===== src/rtl/cgra_ctrl_pkg.sv =====
// Shared control definitions for the cyclic BRAM scheduler: FSM encoding and
// the layout of the read-latency pipeline word.
package cgra_ctrl_pkg;

  typedef enum logic [1:0] {
    ST_IDLE  = 2'd0,
    ST_FILL  = 2'd1,
    ST_READ  = 2'd2,
    ST_FLUSH = 2'd3
  } sched_state_t;

  // Pipeline word carries {valid, last} alongside each BRAM read.
  localparam int PIPE_W     = 2;
  localparam int PIPE_VALID = 1;
  localparam int PIPE_LAST  = 0;

endpackage


===== src/rtl/n_delay_en.sv =====
// N-stage enabled delay line with asynchronous clear; reports whether any
// stage still holds a word flagged valid.
module n_delay_en #(
  parameter int N    = 3,
  parameter int W    = 2,
  parameter int VBIT = 1
) (
  input  logic         clk,
  input  logic         clr,
  input  logic         en,
  input  logic [W-1:0] d,
  output logic [W-1:0] q,
  output logic         occupied
);

  logic [N-1:0][W-1:0] stage_r;

  // Shift one stage per enabled cycle; a stall freezes every stage in place.
  always_ff @(posedge clk or posedge clr) begin
    if (clr) begin
      stage_r <= '0;
    end else if (en) begin
      stage_r[0] <= d;
      for (int i = 1; i < N; i++) begin
        stage_r[i] <= stage_r[i-1];
      end
    end
  end

  // Occupancy across all stages, used to decide when the flush is complete.
  always_comb begin
    occupied = 1'b0;
    for (int i = 0; i < N; i++) begin
      occupied = occupied | stage_r[i][VBIT];
    end
  end

  assign q = stage_r[N-1];

endmodule


===== src/rtl/cyclic_bram_sched.sv =====
// Sequences one fill pass of BRAM writes followed by repeated wrapped read
// sweeps, tracking read data through the BRAM latency under a global stall.
module cyclic_bram_sched
  import cgra_ctrl_pkg::*;
#(
  parameter int R_DEPTH    = 8,
  parameter int W_DEPTH    = 8,
  parameter int LATENCY    = 3,
  parameter int PASS_WIDTH = 8,
  localparam int R_AW = $clog2(R_DEPTH),
  localparam int W_AW = $clog2(W_DEPTH)
) (
  input  logic                  clk,
  input  logic                  reset,
  input  logic                  cfg_valid,
  output logic                  cfg_ready,
  input  logic [W_AW-1:0]       cfg_w_max,
  input  logic [R_AW-1:0]       cfg_r_min,
  input  logic [R_AW-1:0]       cfg_r_max,
  input  logic [PASS_WIDTH-1:0] cfg_passes,
  input  logic                  s_valid,
  output logic                  s_ready,
  output logic                  bram_clken,
  output logic                  w_en,
  output logic                  w_last_out,
  output logic                  r_en,
  output logic                  r_last_out,
  output logic                  m_valid,
  output logic                  m_last,
  input  logic                  m_ready,
  output logic                  busy,
  output logic                  done,
  output logic                  cfg_err
);

  localparam logic [W_AW-1:0]       W_ONE = {{(W_AW-1){1'b0}}, 1'b1};
  localparam logic [R_AW-1:0]       R_ONE = {{(R_AW-1){1'b0}}, 1'b1};
  localparam logic [PASS_WIDTH-1:0] P_ONE = {{(PASS_WIDTH-1){1'b0}}, 1'b1};

  sched_state_t          state_r;
  logic [W_AW-1:0]       w_max_r, w_cnt_r;
  logic [R_AW-1:0]       r_min_r, r_max_r, r_addr_r;
  logic [PASS_WIDTH-1:0] passes_r, pass_r;
  logic                  cfg_ready_r, busy_r, done_r, cfg_err_r;
  logic                  clken_s, w_en_s, w_last_s, r_en_s, r_last_s, final_s;
  logic                  pipe_busy_s;
  logic [PIPE_W-1:0]     pipe_in_s, pipe_out_s;

  // Stall and handshake decode from the current state and counters.
  always_comb begin
    clken_s   = ~(pipe_out_s[PIPE_VALID] & ~m_ready);
    w_en_s    = (state_r == ST_FILL) & s_valid & clken_s;
    w_last_s  = w_en_s & (w_cnt_r == w_max_r);
    r_en_s    = (state_r == ST_READ) & clken_s;
    r_last_s  = r_en_s & (r_addr_r == r_max_r);
    final_s   = r_last_s & (pass_r == passes_r - P_ONE);
    pipe_in_s = {r_en_s, final_s};
  end

  n_delay_en #(
    .N    (LATENCY),
    .W    (PIPE_W),
    .VBIT (PIPE_VALID)
  ) u_lat_pipe (
    .clk      (clk),
    .clr      (reset),
    .en       (clken_s),
    .d        (pipe_in_s),
    .q        (pipe_out_s),
    .occupied (pipe_busy_s)
  );

  // Scheduler FSM with its counters, captured configuration and status flags.
  always_ff @(posedge clk or posedge reset) begin
    if (reset) begin
      state_r     <= ST_IDLE;
      w_max_r     <= '0;
      w_cnt_r     <= '0;
      r_min_r     <= '0;
      r_max_r     <= '0;
      r_addr_r    <= '0;
      passes_r    <= '0;
      pass_r      <= '0;
      cfg_ready_r <= 1'b1;
      busy_r      <= 1'b0;
      done_r      <= 1'b0;
      cfg_err_r   <= 1'b0;
    end else begin
      done_r    <= 1'b0;
      cfg_err_r <= 1'b0;
      case (state_r)
        ST_IDLE: begin
          if (cfg_valid) begin
            if (cfg_r_min > cfg_r_max) begin
              cfg_err_r <= 1'b1;
            end else begin
              w_max_r     <= cfg_w_max;
              r_min_r     <= cfg_r_min;
              r_max_r     <= cfg_r_max;
              passes_r    <= cfg_passes;
              w_cnt_r     <= '0;
              pass_r      <= '0;
              r_addr_r    <= cfg_r_min;
              state_r     <= ST_FILL;
              cfg_ready_r <= 1'b0;
              busy_r      <= 1'b1;
            end
          end
        end
        ST_FILL: begin
          if (w_en_s) begin
            w_cnt_r <= w_cnt_r + W_ONE;
            if (w_last_s) begin
              state_r <= (passes_r == '0) ? ST_FLUSH : ST_READ;
            end
          end
        end
        ST_READ: begin
          if (r_en_s) begin
            if (r_last_s) begin
              r_addr_r <= r_min_r;
              pass_r   <= pass_r + P_ONE;
            end else begin
              r_addr_r <= r_addr_r + R_ONE;
            end
            if (final_s) begin
              state_r <= ST_FLUSH;
            end
          end
        end
        ST_FLUSH: begin
          // Finish as soon as the last word leaves, not a cycle after it drains.
          if (~pipe_busy_s | (pipe_out_s[PIPE_VALID] & m_ready & pipe_out_s[PIPE_LAST])) begin
            state_r     <= ST_IDLE;
            done_r      <= 1'b1;
            cfg_ready_r <= 1'b1;
            busy_r      <= 1'b0;
          end
        end
        default: begin
          state_r     <= ST_IDLE;
          cfg_ready_r <= 1'b1;
          busy_r      <= 1'b0;
        end
      endcase
    end
  end

  assign cfg_ready  = cfg_ready_r;
  assign busy       = busy_r;
  assign done       = done_r;
  assign cfg_err    = cfg_err_r;
  assign bram_clken = clken_s;
  assign s_ready    = (state_r == ST_FILL) & clken_s;
  assign w_en       = w_en_s;
  assign w_last_out = w_last_s;
  assign r_en       = r_en_s;
  assign r_last_out = r_last_s;
  assign m_valid    = pipe_out_s[PIPE_VALID];
  assign m_last     = pipe_out_s[PIPE_LAST];

endmodule

===== config.mk =====
export PLATFORM = sky130hd
export DESIGN_NAME = cyclic_bram_sched
export DESIGN_NICKNAME = d
export VERILOG_FILES = /design/src/rtl/cgra_ctrl_pkg.sv /design/src/rtl/n_delay_en.sv /design/src/rtl/cyclic_bram_sched.sv
export SDC_FILE = /design/constraint.sdc
export NUM_CORES = 1
export LEC_CHECK = 0
export CORE_UTILIZATION = 45
export DETAILED_ROUTE_END_ITERATION = 6
export PLACE_DENSITY = 0.68
export SYNTH_ARGS = -nofsm -noshare
export SYNTH_HDL_FRONTEND = slang
export SYNTH_SLANG_ARGS = --single-unit
export TNS_END_PERCENT = 30

===== constraint.sdc =====
create_clock -name clk -period 6.15 [get_ports clk]
set_input_delay 0.615 -clock clk [delete_from_list [all_inputs] [get_ports clk]]
set_output_delay 0.615 -clock clk [all_outputs]
set_load 0.02 [all_outputs]

==> results by group <==
GRT
  – Maximum number of pins on one net before global-route repair: 44
  – Residual overflow from global routing: 0
  – Number of global-route vias before repair: 1785
  – Wire length of the first global-routing pass: roughly 8400 um
  – Combined global-route utilization of all metal layers: 0.2001
  – Number of antenna violations at the first check in global routing: 0

Power and ir drop
  – Power density relative to cell area: around 460 nW/um^2
  – Net switching power: 0.5587 mW
  – Clk network pwr share: 0.130
  – Switching share of total power: 0.4113
  – Leak: 1.245 nW
  – Internal: 0.7995 mW
  – Largest voltage drop on the vdd net: 0.0002202 V
  – Sequential cell fraction of total power: 0.383
  – Share of power burned in combinational logic: 0.487

Run status
  – Status: finished clean

Synth
  – Number of storage elements in the synthesis netlist: 43
  – Synthesized netlist net count: 271
  – Cells after synthesis: 238
  – Compound-cell area share of the yosys netlist: 0.1482
  – Synth Area in XOR/XNOR: 0.05421
  – EDFF count, synth: 0
  – Yosys warns: 0
  – Post-synthesis cell area: 2424 um^2
  – Mux cell area share after synthesis: 0.1151
  – Count of unique library cells instantiated by Yosys: 44
  – Adder-cell share of the synthesized area: 0.05679
  – Commonest register cell after synthesis: sky130_fd_sc_hd__dfrtp_1
  – Combinational family with the most area after synthesis: compound AO/OA/AOI/OAI gates
  – Mean area per synthesized cell: around 10 um^2
  – Async S/R FF share, synth: 1.000
  – Part of the Yosys area used for sequential elements: 0.4445
  – Simple-gate share of the synthesized area: 0.1404

Floorplanning
  – Die extent in x: 75.39 um
  – Area enclosed by the die boundary: 5683 um^2
  – Die height: 75.39 um
  – Core Area: 5140 um^2
  – Starting utilization of the core area: 0.4715
  – Count of standard-cell rows: 26
  – I/O pin count: 34

Worst hold path
  – Worst min-delay path startpoint: cfg_ready
  – Hold crit path type: reg2reg

CTS
  – Post-CTS Hold Buffers: 0
  – Post-CTS sizing: 0
  – CTS clk-pin slew, worst paths: roughly 90 ps
  – Clock tree root buffer cell: sky130_fd_sc_hd__clkbuf_8
  – CTS tree: yes
  – Clock sink total: 43
  – Clock network latency to the later pin of the worst-skew pair: around 300 ps
  – Number of setup buffers added after CTS: 0
  – Number of buffers created by CTS: 5
  – Clock tree buffer depth: 2
  – H-Tree Level Count: 2

STA
  – Transition at the pin with the smallest max-transition slack: 701.9 ps
  – Number of failing hold endpoints at the final stage: 0
  – Final total negative setup slack: 0 ps
  – Final setup skew: 10.16 ps
  – Crit path time final: approximately 3500 ps
  – Max-slew violation count: 0
  – Maximum clock frequency: 0.2826 GHz
  – Unrepaired setup endpoints after global routing: false
  – Final setup violation count: 0
  – Period utilization: 0.5753
  – Max_slew headroom: 0.5321

Worst setup path
  – Worst Path Arrival: 2920 ps
  – Critical path startpoint category: flip-flop
  – Depth of the worst register-to-register path: 7
  – CP max FO: 20
  – Setup slack on the worst flop-to-flop path: 3130 ps
  – Worst r2r dst: pass_r[6]
  – Endpoint type of the worst setup path: output pin
  – Beginning of the critical path: state_r[0]
  – Critical Path End: r_last_out
  – Worst reg2reg startpoint: state_r[0]
  – Required time of the worst setup path: 5530 ps
  – Critical setup path kind: reg2out

Detailed routing
  – Via count: 1889
  – TritonRoute pass-1 iters: 4
  – Final Routed Wirelength: 4975 um
  – Count of nets left with antenna violations after detail routing: 0
  – Vias per cell: ~5.5
  – DRC violation count after routing: 0
  – WL/cell: 14.46 um
  – Violation count after the first detailed-routing iteration: 126

Final layout
  – Layout overhead on the synthesized area: 20.60%
  – Finished Layout Cells: 344
  – Layout cell share with drive strength beyond 1: 0.1314
  – Nets: 306
  – Number of antenna cells inserted: 0

Placed design
  – HPWL Detailed: 3630 um
  – Routability-driven placement congestion ratio: 0.8485
  – Placed cell count: 336
  – IO buf count: 33

Job
  – Reported max-cap violation count: 0
==> stage by stage <==
step	total power [mW]	utilization	hold WS (ps)	instance area (um^2)	setup WS, ps
after detailed placement	1.187	0.5521	487.6	2838	2745
after global routing	1.468	0.5686	523.5	2923	2333
final	1.358	0.5686	507.0	2923	2612
after floorplan	0.9959	-	454.3	2424	3446
after global placement	1.178	0.5521	489.1	2838	2801
after CTS	1.370	0.5686	508.9	2923	2603
==> critical path: stages, from the launching register on <==
cell,delay [ps]
sky130_fd_sc_hd__dfrtp_1,420
sky130_fd_sc_hd__inv_1,140
sky130_fd_sc_hd__ha_1,630
sky130_fd_sc_hd__nand4_1,280
sky130_fd_sc_hd__nor2_1,450
sky130_fd_sc_hd__clkdlybuf4s50_1,700
==> layout make-up <==
cell class	instances	area, um^2
well taps	70	87.58
clock inverters	2	12.51
multi-input cells	169	1252
repair buffers	36	352.8
clock buffers	6	72.57
fillers	490	2217
inverters	18	67.56
flip-flops and latches	43	1077
==> per-layer routing <==
layer,part of all wire,global-route usage,up-vias
met4,0.0070,0.05556,0
li1,-,-,926
met3,0.037,0.04630,5
met1,0.49,0.2826,927
met2,0.46,0.3105,31
met5,0,0,-
==> placed cells by master, fill, tap and decap left out, drive strengths merged, types with 6 or more instances in the layout <==
cell           count
dfrtp             42
clkdlybuf4s50     33
mux2              23
o21ai             22
inv               18
nand2             16
xnor2             11
ha                11
nor2              10
a21oi              7
nand3              6
clkbuf             6
==> worst min path at each step <==
stage	end	slack [ps]	cells after the start
6_report	cfg_ready	510	1
5_1_grt	cfg_ready	520	1
4_1_cts	cfg_ready	510	1
3_5_place_dp	u_lat_pipe.q[1]	490	1
3_3_place_gp	u_lat_pipe.stage_r[2]	490	1
2_1_floorplan	u_lat_pipe.q[1]	450	1
==> power by group through the flow <==
stage / Sequential, mW / Clock [mW] / Combinational [mW]
4_1_cts: 0.520 / 0.184 / 0.666
5_1_grt: 0.536 / 0.194 / 0.738
3_5_place_dp: 0.526 / 0 / 0.661
3_3_place_gp: 0.523 / 0 / 0.655
6_report: 0.520 / 0.177 / 0.661
2_1_floorplan: 0.498 / 0 / 0.498
==> flip-flops by register name (all words and copies together) (netlist names), 3 cells and up <==
signal              flops
passes_r                8
r_addr_r                3
pass_r                  8
r_min_r                 3
w_cnt_r                 3
w_max_r                 3
u_lat_pipe.stage_r      4
r_max_r                 3
==> logic make-up after synthesis <==
group,Yosys count
XOR/XNOR,15
AO/OA/AOI/OAI,54
flip-flops,43
adder cells (fa/ha/maj),11
buffers and inverters,26
multiplexers,25
AND/OR/NAND/NOR,64
==> cell usage after synthesis (2+ instances only) <==
cell | n | area share
sky130_fd_sc_hd__nor2b_1 | 4 | 0.010
sky130_fd_sc_hd__mux2_1 | 2 | 0.0093
sky130_fd_sc_hd__nor3_1 | 4 | 0.0083
sky130_fd_sc_hd__a21oi_1 | 7 | 0.014
sky130_fd_sc_hd__ha_1 | 11 | 0.057
sky130_fd_sc_hd__nor4_1 | 2 | 0.0052
sky130_fd_sc_hd__and3_1 | 3 | 0.0077
sky130_fd_sc_hd__nand2b_1 | 4 | 0.010
sky130_fd_sc_hd__clkbuf_1 | 7 | 0.011
sky130_fd_sc_hd__nand3_1 | 6 | 0.012
sky130_fd_sc_hd__mux2_2 | 21 | 0.098
sky130_fd_sc_hd__o311ai_0 | 2 | 0.0072
sky130_fd_sc_hd__o221ai_1 | 4 | 0.014
sky130_fd_sc_hd__dfrtp_1 | 42 | 0.43
sky130_fd_sc_hd__a31oi_1 | 3 | 0.0077
sky130_fd_sc_hd__o21ai_0 | 22 | 0.045
sky130_fd_sc_hd__o21a_1 | 2 | 0.0062
sky130_fd_sc_hd__xor2_1 | 4 | 0.014
sky130_fd_sc_hd__nand3b_1 | 4 | 0.012
sky130_fd_sc_hd__xnor2_1 | 11 | 0.040
sky130_fd_sc_hd__o31ai_1 | 3 | 0.0093
sky130_fd_sc_hd__a2111oi_2 | 2 | 0.012
sky130_fd_sc_hd__nor2_1 | 10 | 0.015
sky130_fd_sc_hd__inv_1 | 18 | 0.028
sky130_fd_sc_hd__nand4_1 | 4 | 0.010
sky130_fd_sc_hd__o41ai_1 | 2 | 0.0072
sky130_fd_sc_hd__nand2_1 | 16 | 0.025
sky130_fd_sc_hd__mux2i_1 | 2 | 0.0083
Note: power is estimated with default switching activity, not from simulation.
